## src/rtl/decoder_pkg.sv

```systemverilog
// Shared types and the decode function for the one-hot/thermometer decoder pipe.
// decode_lines is also the reference model the bench may reuse.
package decoder_pkg;

   typedef enum logic [1:0] {
      OCC_EMPTY = 2'd0,
      OCC_ONE   = 2'd1,
      OCC_FULL  = 2'd2
   } occ_e;

   // Widest word the function produces; callers size-cast down to their line count.
   localparam int DEC_MAX_LINES = 64;

   function automatic logic [DEC_MAX_LINES-1:0] decode_lines(input int unsigned idx,
                                                              input logic        mode);
      logic [DEC_MAX_LINES-1:0] lines;
      lines = {DEC_MAX_LINES{1'b0}};
      for (int unsigned i = 0; i < DEC_MAX_LINES; i++) begin
         lines[i] = mode ? (i <= idx) : (i == idx);
      end
      return lines;
   endfunction

endpackage

```

## src/rtl/sat_counter.sv

```systemverilog
// Saturating up-counter with a synchronous clear that wins over a same-cycle increment.
module sat_counter #(
   parameter int W = 8
) (
   input  logic         clk,
   input  logic         rst_n,
   input  logic         inc,
   input  logic         clr,
   output logic [W-1:0] cnt
);

   logic [W-1:0] cnt_r;

   // Counter register: clear first, then increment unless already at the ceiling.
   always_ff @(posedge clk or negedge rst_n) begin
      if (!rst_n) begin
         cnt_r <= {W{1'b0}};
      end else if (clr) begin
         cnt_r <= {W{1'b0}};
      end else if (inc && (cnt_r != {W{1'b1}})) begin
         cnt_r <= cnt_r + W'(1'b1);
      end else begin
         cnt_r <= cnt_r;
      end
   end

   assign cnt = cnt_r;

endmodule

```

## src/rtl/onehot_decoder_pipe.sv

```systemverilog
// Flow-controlled index-to-line decoder with a two-entry skid buffer and
// per-line saturating hit counters. Decode happens as a code enters the buffer.
module onehot_decoder_pipe
   import decoder_pkg::*;
#(
   parameter int IDX_W = 2,
   parameter int CNT_W = 8
) (
   input  logic                        clk,
   input  logic                        rst_n,
   input  logic                        in_valid,
   output logic                        in_ready,
   input  logic [IDX_W-1:0]            in_idx,
   input  logic                        in_mode,
   output logic                        out_valid,
   input  logic                        out_ready,
   output logic [(2**IDX_W)-1:0]       out_lines,
   output logic [IDX_W-1:0]            out_idx,
   input  logic                        clr_cnt,
   output logic [(2**IDX_W)*CNT_W-1:0] hit_cnt
);

   localparam int LINES = 2**IDX_W;

   occ_e             occ_r;
   occ_e             occ_next_s;
   logic             in_ready_r;
   logic             out_valid_r;
   logic [LINES-1:0] out_lines_r;
   logic [IDX_W-1:0] out_idx_r;
   logic [LINES-1:0] skid_lines_r;
   logic [IDX_W-1:0] skid_idx_r;

   logic             accept_s;
   logic             drain_s;
   logic             load_out_s;
   logic             load_skid_s;
   logic             skid_to_out_s;
   logic [LINES-1:0] in_lines_s;
   logic [LINES-1:0] inc_s;

   assign accept_s   = in_valid && in_ready_r;
   assign drain_s    = out_valid_r && out_ready;
   assign in_lines_s = LINES'(decode_lines(32'(in_idx), in_mode));

   // Occupancy next state and data-path steering.
   always_comb begin
      occ_next_s    = occ_r;
      load_out_s    = 1'b0;
      load_skid_s   = 1'b0;
      skid_to_out_s = 1'b0;
      case (occ_r)
         OCC_EMPTY: begin
            if (accept_s) begin
               occ_next_s = OCC_ONE;
               load_out_s = 1'b1;
            end else begin
               occ_next_s = OCC_EMPTY;
            end
         end
         OCC_ONE: begin
            if (accept_s && drain_s) begin
               occ_next_s = OCC_ONE;
               load_out_s = 1'b1;
            end else if (accept_s) begin
               occ_next_s  = OCC_FULL;
               load_skid_s = 1'b1;
            end else if (drain_s) begin
               occ_next_s = OCC_EMPTY;
            end else begin
               occ_next_s = OCC_ONE;
            end
         end
         OCC_FULL: begin
            if (drain_s) begin
               occ_next_s    = OCC_ONE;
               skid_to_out_s = 1'b1;
            end else begin
               occ_next_s = OCC_FULL;
            end
         end
         default: begin
            occ_next_s = OCC_EMPTY;
         end
      endcase
   end

   // State and handshake flags, registered from the next state so in_ready never sees out_ready combinationally.
   always_ff @(posedge clk or negedge rst_n) begin
      if (!rst_n) begin
         occ_r       <= OCC_EMPTY;
         in_ready_r  <= 1'b1;
         out_valid_r <= 1'b0;
      end else begin
         occ_r       <= occ_next_s;
         in_ready_r  <= (occ_next_s != OCC_FULL);
         out_valid_r <= (occ_next_s != OCC_EMPTY);
      end
   end

   // Output and skid entries; the output word holds whenever nothing is loaded.
   always_ff @(posedge clk or negedge rst_n) begin
      if (!rst_n) begin
         out_lines_r  <= {LINES{1'b0}};
         out_idx_r    <= {IDX_W{1'b0}};
         skid_lines_r <= {LINES{1'b0}};
         skid_idx_r   <= {IDX_W{1'b0}};
      end else begin
         if (load_out_s) begin
            out_lines_r <= in_lines_s;
            out_idx_r   <= in_idx;
         end else if (skid_to_out_s) begin
            out_lines_r <= skid_lines_r;
            out_idx_r   <= skid_idx_r;
         end else begin
            out_lines_r <= out_lines_r;
            out_idx_r   <= out_idx_r;
         end
         if (load_skid_s) begin
            skid_lines_r <= in_lines_s;
            skid_idx_r   <= in_idx;
         end else begin
            skid_lines_r <= skid_lines_r;
            skid_idx_r   <= skid_idx_r;
         end
      end
   end

   assign in_ready  = in_ready_r;
   assign out_valid = out_valid_r;
   assign out_lines = out_lines_r;
   assign out_idx   = out_idx_r;

   // Only the index line counts, so thermometer words bump a single counter.
   for (genvar g = 0; g < LINES; g++) begin : g_cnt
      assign inc_s[g] = drain_s && (out_idx_r == IDX_W'(g));

      sat_counter #(
         .W (CNT_W)
      ) u_cnt (
         .clk   (clk),
         .rst_n (rst_n),
         .inc   (inc_s[g]),
         .clr   (clr_cnt),
         .cnt   (hit_cnt[g*CNT_W +: CNT_W])
      );
   end

endmodule

```

## config.mk

```make
export PLATFORM = sky130hd
export DESIGN_NAME = onehot_decoder_pipe
export DESIGN_NICKNAME = d
export VERILOG_FILES = /design/src/rtl/decoder_pkg.sv /design/src/rtl/sat_counter.sv /design/src/rtl/onehot_decoder_pipe.sv
export SDC_FILE = /design/constraint.sdc
export NUM_CORES = 1
export LEC_CHECK = 0
export BUFFER_PORTS_ARGS = -buffer_cell sky130_fd_sc_hd__buf_2
export CAP_MARGIN = 25
export CELL_PAD_IN_SITES_DETAIL_PLACEMENT = 0
export CELL_PAD_IN_SITES_GLOBAL_PLACEMENT = 1
export CORE_ASPECT_RATIO = 1.5
export CORE_MARGIN = 5
export CORE_UTILIZATION = 45
export CTS_BUF_LIST = sky130_fd_sc_hd__clkbuf_4
export DETAILED_ROUTE_END_ITERATION = 10
export GPL_TIMING_DRIVEN = 1
export PLACE_DENSITY_LB_ADDON = 0.1
export SYNTH_ARGS = -nofsm -noshare
export SYNTH_HDL_FRONTEND = slang
export SYNTH_SLANG_ARGS = --single-unit
```

## constraint.sdc

```tcl
create_clock -name clk -period 3.1 [get_ports clk]
set_input_delay 0.31 -clock clk [delete_from_list [all_inputs] [get_ports clk]]
set_output_delay 0.31 -clock clk [all_outputs]
set_load 0.02 [all_outputs]
```

# Word-level counts from Yosys, hierarchy flattened
# Cells that the tools add are included.
word_totals:
  mem_bits_rw: 0
  elab_cells: 80
  register_bits: 48
  output_inout_bits: 40
  memories: 0
  mem_bits_ro: 0
  latch_bits: 0
op_classes:
  bitwise_logic: 0
  n_mux: 29
  reduce_logical: 20
  mul: 0
  shift: 0
  order_cmp: 3
  n_addsub: 4
  eq_ne: 13
  n_div: 0
op_table:
  columns: ["op", "n"]
  rows:
  - ["8-bit two-way mux", 8]
  - ["8-bit by 1-bit adder with 8-bit output, second input constant", 4]
  - ["8-bit inequality test, second input constant", 4]
  - ["1-bit two-way mux", 12]
  - ["2-bit nonzero test", 6]
  - ["1-bit logical AND", 11]
  - ["2-bit two-way mux", 5]
  - ["4-bit two-way mux", 2]
  - ["2-bit == test, second input constant", 3]
  - ["2-bit zero test", 3]
  - ["2-bit one-hot mux with 3 select lines", 1]
  - ["2-bit by 1-bit == test with 1-bit output, second input constant", 2]
  - ["2-bit == test, first input constant", 2]
  - ["2-bit less-or-equal comparator, first input constant", 2]
  - ["1-bit by 2-bit == test with 1-bit output, first input constant", 1]
  - ["1-bit by 2-bit less-or-equal comparator with 1-bit output, first input constant", 1]
  - ["2-bit inequality test, second input constant", 1]
  - ["1-bit one-hot mux with 2 select lines", 1]

# Logic depth before layout (Yosys ltp)
# Gate-level depths: netlist of run 1.
depth:
  depth_word: 6
  ltp_mapped: 7
  mapped_depth_nobuf: 7

# Cells and area by module
# A second synthesis of run 1 with hierarchy kept.
hier_totals:
  cells_unflattened: 259
  area_unflattened_um2: 2638.8
modules_own_cells:
  columns: ["mod", "instances", "area_per_inst_um2", "seq_area_each_um2", "cells_each"]
  rows:
  - ["sat_counter", 4, 464.2, 200.2, 49]
  - ["onehot_decoder_pipe", 1, 782.0, 401.6, 63]

# Least setup slack after synthesis of run 1
# Ideal clock, no wire load.
synth_path:
  path_kind: "register to register"
  start: "reg in_ready_r (netlist: in_ready)"
  end: "reg out_lines_r[1] (netlist: out_lines[1])"
  arrival_ps: 1744
  required_ps: 2974
  path_stages_with_launch: 7
  setup_time_ps: 126
  path_buffers: 0
  path_slack_ps: 1230
  path_cell_list: "dfstp_2 > and2_1 > ha_1 > nand2_1 > a21oi_1 > nor2_1 > a221o_1"
synth_via:
  elab_chain_len: 5
  elab_cells_between_ends: 7
  cone_classes: "4 x mux; 3 x reduce/logical"
synth_rtl:
  columns: ["element", "line_no", "text"]
  rows:
  - ["start, declared", "onehot_decoder_pipe.sv:27", "logic in_ready_r;"]
  - ["start signal, assigned", "onehot_decoder_pipe.sv:96", "in_ready_r <= (occ_next_s != OCC_FULL);"]
  - ["1-bit logical AND *", "onehot_decoder_pipe.sv:42", "assign accept_s = in_valid && in_ready_r;"]
  - ["1-bit logical AND", "onehot_decoder_pipe.sv:62", "if (accept_s && drain_s) begin"]
  - ["1-bit two-way mux", "onehot_decoder_pipe.sv:62", null]
  - ["1-bit one-hot mux with 2 select lines *", "onehot_decoder_pipe.sv:52", "case (occ_r)"]
  - ["4-bit two-way mux / 2-bit nonzero test (equally long branches)", null, null]
  - ["end signal, assigned", "onehot_decoder_pipe.sv:110", "out_lines_r <= in_lines_s;"]
  - ["end signal, assigned", "onehot_decoder_pipe.sv:113", "out_lines_r <= skid_lines_r;"]
  - ["end signal, assigned", "onehot_decoder_pipe.sv:116", "out_lines_r <= out_lines_r;"]
  - ["end, declared", "onehot_decoder_pipe.sv:29", "logic [LINES-1:0] out_lines_r;"]
# Mark *: on every way between the ends. The rest lies on a longest branch, timed or not.
# A chain may end at the register's enable or synchronous reset.

# Worst setup path after layout of run 1
layout_path:
  start: "reg out_idx_r[0] (netlist: out_idx[0])"
  end: "reg g_cnt[0].u_cnt.cnt_r[7]"
layout_via:
  elab_chain_len: 4
layout_rtl:
  columns: ["element", "line_no", "text"]
  rows:
  - ["start, declared", "onehot_decoder_pipe.sv:30", "logic [IDX_W-1:0] out_idx_r;"]
  - ["start signal, assigned", "onehot_decoder_pipe.sv:105", "out_idx_r <= {IDX_W{1'b0}};"]
  - ["start signal, assigned", "onehot_decoder_pipe.sv:111", "out_idx_r <= in_idx;"]
  - ["start signal, assigned", "onehot_decoder_pipe.sv:114", "out_idx_r <= skid_idx_r;"]
  - ["2-bit zero test", "onehot_decoder_pipe.sv:136", "assign inc_s[g] = drain_s && (out_idx_r == IDX_W'(g));"]
  - ["1-bit logical AND", "onehot_decoder_pipe.sv:136", null]
  - ["1-bit logical AND", "sat_counter.sv:20", "end else if (inc && (cnt_r != {W{1'b1}})) begin"]
  - ["2-bit nonzero test (no source line)", null, null]
  - ["end signal, assigned", "sat_counter.sv:19", "cnt_r <= {W{1'b0}};"]
  - ["end signal, assigned", "sat_counter.sv:21", "cnt_r <= cnt_r + W'(1'b1);"]
  - ["end signal, assigned", "sat_counter.sv:23", "cnt_r <= cnt_r;"]
  - ["end, declared", "sat_counter.sv:12", "logic [W-1:0] cnt_r;"]
# Every way passes these cells.

==> results of run 1 <==
state kept, by name, indices dropped and copies added (netlist names):
name / flops
out_lines: 4
g_cnt.u_cnt.cnt: 32
out_valid: 1
skid_idx_r: 2
skid_lines_r: 4
out_idx: 2
occ_r: 2
in_ready: 1
cell type report:
type	instances	share of cell area
Inverter	8	0.0107
Clock buffer	5	0.0134
Tap cell	70	0.0312
Timing Repair Buffer	50	0.0926
Multi-Input combinational cell	179	0.419
Clock inverter	3	0.00490
Sequential cell	48	0.428
repair_timing:
item	in CTS	in global routing
endpoints found under the hold margin	27	0
hold buffers	1	0
endpoints found under the setup margin	0	0
power groups by stage:
| stage | sequential, mW | clock, mW | combinational (mW) |
|---|---|---|---|
| 2_1_floorplan | 0.902 | 0 | 0.272 |
| 3_3_place_gp | 0.840 | 0 | 0.489 |
| 3_5_place_dp | 0.846 | 0 | 0.494 |
| 4_1_cts | 0.834 | 0.292 | 0.495 |
| 5_1_grt | 0.855 | 0.320 | 0.542 |
| 6_report | 0.832 | 0.272 | 0.483 |
metrics by stage:
step | hold slack (ps) | instance area (um^2)
global placement | 384 | 2750
CTS | 228 | 2810
detailed placement | 384 | 2750
finish | 253 | 2810
global route | 236 | 2810
floorplan | 14.4 | 2440
synthesized netlist by cell type (2+ instances only):
cell	number	area [um^2]
a2111oi_0	2	17.5
a21oi_1	16	80.1
a22o_1	2	17.5
and2_1	3	18.8
and3_1	3	18.8
and4_1	3	26.3
clkbuf_1	3	11.3
dfrtp_1	47	1180
ha_1	6	75.1
inv_1	8	30.0
mux2i_1	12	120
nand2_1	19	71.3
nand2b_1	3	18.8
nand3_1	10	50.1
nand3b_1	2	15.0
nand4_1	7	43.8
nand4b_1	3	26.3
nor2_1	21	78.8
nor2b_1	2	12.5
nor3_1	4	20.0
o21ai_0	17	85.1
o31ai_1	5	37.5
or3_1	3	18.8
or4_1	5	37.5
xnor2_1	5	43.8
xor2_1	5	43.8
worst max-delay path by stage:
stage	startpoint	endpoint	slack, ps	depth (start not counted)
final	out_idx[0]$_DFFE_PN0P_	g_cnt[0].u_cnt.cnt[7]$_DFFE_PN0P_	1290	4
after detailed placement	in_ready$_DFF_PN1_	out_lines[1]$_DFFE_PN0P_	1300	7
after CTS	out_idx[0]$_DFFE_PN0P_	g_cnt[0].u_cnt.cnt[7]$_DFFE_PN0P_	1280	4
after global placement	in_ready$_DFF_PN1_	out_lines[1]$_DFFE_PN0P_	1320	7
after floorplan	in_ready$_DFF_PN1_	out_lines[1]$_DFFE_PN0P_	1230	6
after global routing	out_idx[0]$_DFFE_PN0P_	g_cnt[0].u_cnt.cnt[7]$_DFFE_PN0P_	1160	4
per-layer routing:
metal | share of wire | GRT usage | vias to the layer above
li1 | - | - | 991
met1 | 0.41 | 0.180 | 994
met2 | 0.53 | 0.283 | 34
met3 | 0.043 | 0.0381 | 5
met4 | 0.013 | 0.0516 | 0
met5 | 0 | 0 | -
logic make-up after synthesis:
family / share of synthesized area
AO/OA/AOI/OAI: 0.156
XOR/XNOR: 0.0358
adder cells (fa/ha/maj): 0.0307
buffers and inverters: 0.0256
flip-flops: 0.492
multiplexers: 0.0538
AND/OR/NAND/NOR: 0.206
worst max-delay path: stages (launching register included):
cell and delay [ps]:
dfrtp_1 460, and4bb_1 510, o211ai_4 130, or4_1 470
a21oi_1 170
cell usage in the layout (no fill, tap or decap), types with 2 or more instances in the layout:
cell type	netlist	layout
dfrtp_1	47	47
buf_2	1	47
nor2_1	21	21
nand2_1	19	19
o21ai_0	17	17
a21oi_1	16	16
mux2i_1	12	12
nand3_1	10	10
inv_1	8	8
nand4_1	7	7
ha_1	6	6
o31ai_1	5	5
or4_1	5	5
xnor2_1	5	5
xor2_1	5	5
clkbuf_4	0	5
nor3_1	4	4
and2_1	3	3
nand2b_1	3	3
and3_1	3	3
nand4b_1	3	3
or3_1	3	3
and4_1	3	3
nor2b_1	2	2
nand3b_1	2	2
a22o_1	2	2
a2111oi_0	2	2
clkinv_2	0	2
buf_4	1	2
==> flow_metrics.tcl, run 1 <==
set metrics [dict create \
    cap_violations 0 \
    ys_ff_latch 48 \
    numCtsBuffers 5 \
    finalClockSkew_ps 18.2 \
    finalHoldViolCount 0 \
    grtUsageTotal 0.156 \
    core-area_um2 5370 \
    area_growth_pct 15.0 \
    p_clk_frac 0.171 \
    p_seq_frac 0.524 \
    vias_per_cell 5.58 \
    crit_path_end_kind "register" \
    synthDistinctLibCells 51 \
    synth-edff-count 0 \
    fmax_ghz 0.552 \
    cts_max_path_buffers 2 \
    worst_slew_pin_slew_ps 679 \
    rrSetupSlack_ps 1290 \
    p_per_area_nw_per_um2 565 \
    hold_path_class "input pin to register" \
    diodes 0 \
    status "finished clean" \
    worstReg2RegStart "out_idx[0]$_DFFE_PN0P_" \
    fp-row-count 33 \
    drt_first_pass_iters 4 \
    grt-ovfl-total 0 \
    start_util 0.455 \
    clkTransAtPathRegs_ps 130 \
    synthCells 241 \
    ant_nets 0 \
    hold_path_depth 3 \
    drc_errors 0 \
    syn_nets 255 \
    vias 2024 \
    rsz0062_at_grt "false" \
    synth_seq_area_share 0.492 \
    io_pins 48 \
    grt_start_max_net_pins 33 \
    holdPathEnd "out_lines[0]$_DFFE_PN0P_" \
    switchingPower_mw 0.568 \
    port_buffers 47 \
    tns_ps 0 \
    p_leak_nw 1.35 \
    rr_worst_depth 4 \
    gp_congestion 0.712 \
    required_ps 3370 \
    fillers 543 \
    synth.avg_cell_area_um2 10.1 \
    hp-start "in_mode" \
    final_core_util 0.524 \
    pre_cts_slack_ps 1300 \
    synthesis.area_um2 2440 \
    cts_resized 0 \
    async_flop_share 1.00 \
    p_int_mw 1.02 \
    root_buffer "clkbuf_4" \
    sw_frac_of_total 0.358 \
    grt_pass1_wl_um 8950 \
    antenna_found_initial 0 \
    h-tree-depth 2 \
    vdd_ir_drop_max_mv 0.442 \
    design.die.area_um2 7030 \
    clock_sinks 48 \
    setup_ws_ps 1290 \
    period_needed_ps 1810 \
    post-route-period-util 0.585 \
    grt_pass1_vias 1943 \
    clock_latency_ps 360 \
    avgRoutedWirePerCell_um 14.4 \
    comb_power_share 0.304 \
    r2r-end "g_cnt[0].u_cnt.cnt[7]$_DFFE_PN0P_" \
    worst_slew_margin_rel 0.547 \
    setup_viol 0 \
    multi_input_area_um2 1180 \
    ys_warn_count 0 \
    synth_ff_type "dfrtp_1" \
    cts_tree "done" \
    finalNonFillerCells 363 \
    post-dp-hpwl_um 3860 \
    die_h_um 100 \
    finalPower_mw 1.59 \
    regArea_um2 1200 \
    cp_max_fo 8 \
    drt-total-wl_um 5240 \
    placedCellCount 354 \
    drt_iter0_markers 40 \
    cp.arrival_ps 2080 \
    die_x_um 70.2 \
    nets 306 \
    drive_above_1_share 0.218 \
    startpoint_type "register" \
    slew_violations 0 \
    crit_type "register to register" \
    postCtsSetupRepairBufs 0 \
]
(Power assumes the default switching activity.)
==> run 2, diff against run 1 <==
--- a/config.mk
+++ b/config.mk
@@ -11,7 +11,7 @@
 export CELL_PAD_IN_SITES_GLOBAL_PLACEMENT = 1
 export CORE_ASPECT_RATIO = 1.5
 export CORE_MARGIN = 5
-export CORE_UTILIZATION = 45
+export CORE_UTILIZATION = 44
 export CTS_BUF_LIST = sky130_fd_sc_hd__clkbuf_4
 export DETAILED_ROUTE_END_ITERATION = 10
 export GPL_TIMING_DRIVEN = 1
==> constraint.sdc (replaced) <==
create_clock -name clk -period 1.7 [get_ports clk]
set_input_delay 0.17 -clock clk [delete_from_list [all_inputs] [get_ports clk]]
set_output_delay 0.17 -clock clk [all_outputs]
set_load 0.02 [all_outputs]
==> flow_metrics.tcl, run 2 (synthesis gave the netlist of run 1 again) <==
set metrics [dict create \
    status "finished clean" \
    crit_path_max_incr_delay_ps 530 \
    startpoint_type "register" \
    critPathLaunch "g_cnt[1].u_cnt.cnt[1]$_DFFE_PN0P_" \
    cap_violations 0 \
    h-tree-depth 2 \
    period_needed_ps 1690 \
    fp-row-count 33 \
    final_common_cell "buf_2" \
    worstReg2RegStart "g_cnt[1].u_cnt.cnt[1]$_DFFE_PN0P_" \
    grt-ovfl-total 0 \
    p_leak_nw 1.48 \
    diodes 0 \
    setup_viol 0 \
    vias 2091 \
    drt-total-wl_um 5520 \
    start_util 0.448 \
    vdd_ir_drop_max_mv 0.843 \
    fillers 549 \
    cp_max_fo 4 \
    hp-start "in_idx[0]" \
    slew_violations 0 \
    worst_slew_margin_rel 0.575 \
    design.die.area_um2 7170 \
    vias_per_cell 5.38 \
    finalClockSkew_ps 17.7 \
    grtUsageTotal 0.165 \
    worst_slew_pin_slew_ps 638 \
    crit_path_end_kind "register" \
    avgRoutedWirePerCell_um 14.2 \
    path_cells "ha_1 -> and2_1 -> a2111oi_1 -> xnor2_1 -> nor2_1" \
    cp.arrival_ps 1940 \
    grt_pass1_wl_um 9650 \
    root_buffer "clkbuf_4" \
    die_x_um 70.8 \
    ant_nets 0 \
    placed_cell_area_um2 2950 \
    drt_first_pass_iters 4 \
    antenna_found_initial 0 \
    rrSetupSlack_ps 7 \
    crit_type "register to register" \
    nets 332 \
    largest_reg_flops 32 \
    required_ps 1950 \
    cts_tree "done" \
    clkTransAtPathRegs_ps 140 \
    post-route-period-util 0.996 \
    port_buffers 47 \
    post-dp-hpwl_um 4120 \
    drc_errors 0 \
    cts_max_path_buffers 2 \
    stdcell_area_um2 3060 \
    clock_latency_ps 360 \
    critPathSlowestCell "a2111oi_1" \
    numCtsBuffers 5 \
    io_pins 48 \
    fmax_ghz 0.591 \
    core-area_um2 5450 \
    die_h_um 101 \
    grt_pass1_vias 2126 \
    rsz0062_at_grt "true" \
    final_core_util 0.561 \
    hold_path_class "input pin to register" \
    drive_above_1_share 0.307 \
    layout_common_cells "47 x buf_2, 45 x dfrtp_1, 27 x buf_4" \
    p_per_area_nw_per_um2 1010 \
    gp_congestion 0.813 \
    placedCellCount 378 \
    drt_iter0_markers 63 \
    area_growth_pct 25.0 \
    finalHoldViolCount 0 \
    finalNonFillerCells 389 \
    grt_start_max_net_pins 33 \
    clock_sinks 48 \
]
## run 2: cell count changes in the layout (fill, tap and decap cells not counted), moves of 2 or more
cell	change
a2111oi_0	-2
a21oi_1	-2
buf_4	+25
clkinv_2	-2
dfrtp_1	-2
dfrtp_2	+2
## run 2: cell type report
| type | instances | area (um^2) | area share |
|---|---|---|---|
| multi-input combinational | 179 | 1210 | 0.396 |
| clock inverter | 2 | 11.3 | 0.00369 |
| timing repair buffer | 76 | 468 | 0.153 |
| sequential | 48 | 1200 | 0.394 |
| inverter | 8 | 30.0 | 0.00983 |
| tap | 70 | 87.6 | 0.0287 |
| clock buffer | 6 | 45.0 | 0.0147 |
## run 2: what timing repair did
action / 4_1_cts / 5_1_grt
endpoints found under the hold margin: 17 / 0
hold buffers: 1 / 0
setup endpoints to repair: 0 / 12
resized for setup: 0 / 9
setup buffers: 0 / 2
## run 2: worst max-delay path, delay by kind of cell, from the launching register on
kind            cells  cell delay (ps)
flops               1              430
compound gates      1              530
simple gates        2              230
xor+xnor            1              170
fa+ha+maj           1              230
## run 2: where the power goes
group          total, mW  switching (mW)  internal [mW]  leakage [nW]
Clock              0.526           0.352          0.174        0.0293
Combinational       1.07           0.583          0.489         0.809
Sequential          1.50           0.148           1.35         0.642
## run 2: through the flow
| stage | total power [mW] | setup TNS [ps] | worst slack, ps | hold WS, ps |
|---|---|---|---|---|
| floorplan | 2.16 | 0 | 0.400 | -126 |
| global placement | 2.56 | 0 | 69.7 | 144 |
| detailed placement | 2.57 | 0 | 2.22 | 151 |
| CTS | 3.12 | 0 | 7.96 | 59.5 |
| global route | 3.34 | -129 | -89.3 | 64.0 |
| finish | 3.10 | 0 | 6.61 | 87.5 |
## run 2: path summary, 6_finish.rpt
check / endpoint / depth (start not counted)
max in group asynchronous: in_ready$_DFF_PN1_ / 3
setup reg to reg: g_cnt[1].u_cnt.cnt[5]$_DFFE_PN0P_ / 5
hold / removal: skid_lines_r[3]$_DFFE_PN0P_ / 3
hold reg to reg: skid_idx_r[0]$_DFFE_PN0P_ / 2
setup / recovery: g_cnt[1].u_cnt.cnt[5]$_DFFE_PN0P_ / 5
min in group asynchronous: g_cnt[0].u_cnt.cnt[4]$_DFFE_PN0P_ / 2
## run 2: per-layer routing
layer | routed length (um) | track usage | vias up | part of all wire
met5 | 0 | 0 | - | 0
met4 | 91 | 0.0564 | 0 | 0.017
met3 | 195 | 0.0268 | 7 | 0.035
met2 | 2990 | 0.315 | 35 | 0.54
met1 | 2240 | 0.184 | 1004 | 0.41
li1 | - | - | 1045 | -
==> run 3, diff against run 2 <==
--- a/config.mk
+++ b/config.mk
@@ -11,11 +11,12 @@
 export CELL_PAD_IN_SITES_GLOBAL_PLACEMENT = 1
 export CORE_ASPECT_RATIO = 1.5
 export CORE_MARGIN = 5
-export CORE_UTILIZATION = 44
+export CORE_UTILIZATION = 45
 export CTS_BUF_LIST = sky130_fd_sc_hd__clkbuf_4
 export DETAILED_ROUTE_END_ITERATION = 10
 export GPL_TIMING_DRIVEN = 1
 export PLACE_DENSITY_LB_ADDON = 0.1
 export SYNTH_ARGS = -nofsm -noshare
 export SYNTH_HDL_FRONTEND = slang
+export SYNTH_HIERARCHICAL = 1
 export SYNTH_SLANG_ARGS = --single-unit
==> flow_metrics.tcl, run 3 <==
set metrics [dict create \
    drt_iter0_markers 53 \
    worst_slew_pin_slew_ps 359 \
    met1_length_um 2480 \
    die_x_um 72.5 \
    ant_nets 0 \
    p_leak_nw 1.57 \
    period_needed_ps 1620 \
    crit_path_end_kind "register" \
    final_core_util 0.568 \
    numCtsBuffers 5 \
    gp_congestion 0.772 \
    post-dp-hpwl_um 4440 \
    async_flop_share 1.00 \
    layout_common_cells "47 x buf_2, 46 x dfrtp_1, 29 x buf_4" \
    area_growth_pct 23.6 \
    startpoint_type "register" \
    worst_slew_margin_rel 0.754 \
    multi_input_area_um2 1380 \
    largest_reg_flops 32 \
    diodes 0 \
    hold_path_class "input pin to register" \
    crit_type "register to register" \
    cts_max_path_buffers 2 \
    synthDistinctLibCells 38 \
    pre_cts_slack_ps -63.7 \
    syn_nets 271 \
    synth-simple-area-share 0.255 \
    synthCells 259 \
    vdd_ir_drop_max_mv 0.734 \
    clock_latency_ps 350 \
    drive_above_1_share 0.351 \
    synth-edff-count 0 \
    ys_ff_latch 48 \
    ys_warn_count 6 \
    grt-ovfl-total 0 \
    finalHoldViolCount 0 \
    top_layer "met4" \
    avgRoutedWirePerCell_um 14.4 \
    grt_start_max_net_pins 27 \
    drt_first_pass_iters 4 \
    fillers 563 \
    post_synth_mux_area_share 0.125 \
    final_common_cell "buf_2" \
    drt-total-wl_um 5880 \
    synth_seq_area_share 0.456 \
    hp-start "clr_cnt" \
    slew_violations 0 \
    post-route-period-util 0.950 \
    cp.arrival_ps 1850 \
    finalClockSkew_ps 14.2 \
    required_ps 1940 \
    design.die.area_um2 7530 \
    netlist_top_cells_count "47 x dfrtp_1, 17 x nor3_1, 15 x mux2i_1" \
    critPathLaunch "in_ready$_DFF_PN1_" \
    fp-row-count 34 \
    setup_viol 0 \
    cp_max_fo 7 \
    yosysMostFrequentCell "dfrtp_1" \
    regArea_um2 1200 \
    io_pins 48 \
    synth.avg_cell_area_um2 10.2 \
    core-area_um2 5740 \
    worstReg2RegStart "in_ready$_DFF_PN1_" \
    start_util 0.459 \
    grt_pass1_wl_um 10100 \
    vias_per_cell 5.46 \
    synth_ff_type "dfrtp_1" \
    yosysTopAreaCellShare 0.446 \
    clock_sinks 48 \
    grtUsageTotal 0.164 \
    nets 348 \
    cts_tree "done" \
    p_per_area_nw_per_um2 974 \
    die_h_um 104 \
    wl_met2_um 3150 \
    vias 2228 \
    clkTransAtPathRegs_ps 140 \
    grt_pass1_vias 2281 \
    fmax_ghz 0.619 \
    synthesis.area_um2 2640 \
    synth_top_family_by_area "simple AND/OR/NAND/NOR gates" \
    port_buffers 47 \
    synth-xor-area-share 0.00332 \
    synth_area_leaders "dfrtp_1 45%, mux2i_1 5.7%, mux2_2 5.1%, nor3_1 3.2%, nand2b_1 3.1%" \
    root_buffer "clkbuf_4" \
    h-tree-depth 2 \
    drc_errors 0 \
    wl_met3_um 204 \
    synth_compound_area_frac 0.108 \
    synthAdderAreaFrac 0.0190 \
    cap_violations 0 \
    synth_top_cell_by_area "dfrtp_1" \
    setup_ws_ps 84.2 \
    antenna_found_initial 0 \
    status "finished clean" \
]
[run 3: changes by cell type after synthesis, sizes merged, moves of 5 or more]
cell / delta
nand2b: +10
a21boi: +5
nor3b: +6
or4: -5
o21ai: -9
nor2b: +10
nor3: +14
nand2: -7
nor2: -11
mux2: +14
o31ai: -5
xnor2: -5
[run 3: timing repair]
item / 4_1_cts / 5_1_grt
cloned: 0 / 0
pin swaps: 0 / 1
resized for setup: 2 / 7
hold buffers: 1 / 0
hold endpoints to repair: 36 / 0
setup buffers: 0 / 4
setup endpoints to repair: 1 / 10
[run 3: layer usage]
metal  track usage  vias up
met5             0        -
met4        0.0488        0
met3        0.0262        2
met2         0.294       36
met1         0.195     1091
li1              -     1099
[run 3: critical path: stages (launching register included)]
cell and delay [ps]:
dfstp_2 560, nand2_1 60, or3b_1 540, mux2_4 350
[run 3: cells by family (layout without fill, tap and decap cells)]
kind of cell | Yosys count | in the layout
adders and majority gates | 4 | 4
AOI/OAI and AO/OA | 44 | 44
muxes | 30 | 30
DFF | 48 | 48
xor gates and xnor gates | 1 | 1
buffers and inverters | 21 | 98
and+or+nand+nor | 111 | 111
[run 3: final timing paths]
path	slack, ps	endpoint	depth (start not counted)
worst max register to register	80	skid_idx_r[0]$_DFFE_PN0P_	3
max in group asynchronous	970	out_valid$_DFF_PN0_	3
worst min register to register	540	skid_lines_r[2]$_DFFE_PN0P_	2
worst min-delay path	40	g_cnt[3].u_cnt/cnt[7]$_DFFE_PN0P_	2
min in group asynchronous	220	g_cnt[2].u_cnt/cnt[6]$_DFFE_PN0P_	2
worst max-delay path	80	skid_idx_r[0]$_DFFE_PN0P_	3
[run 3: report_power, final]
group	switching, mW	internal [mW]
logic	0.577	0.583
clock network	0.340	0.145
registers	0.174	1.36
total	1.09	2.09
[run 3: final cells by class]
type                            count  share of cell area
Sequential cell                    48               0.369
Clock inverter                      2             0.00230
Clock buffer                        5              0.0115
Multi-Input combinational cell    190               0.422
Tap cell                           72              0.0276
Inverter                           12              0.0138
Timing Repair Buffer               79               0.154
[run 3: metrics by stage]
stage	cell area (um^2)	hold slack [ps]	power, mW	TNS, ps	instances
6_report	3260	41.4	3.18	0	408
5_1_grt	3260	27.8	3.40	-21.7	408
4_1_cts	3210	21.5	3.18	0	404
3_5_place_dp	3150	66.7	2.67	-63.7	396
3_3_place_gp	3150	68.3	2.66	-1.24	396
2_1_floorplan	2640	-126	2.24	0	259
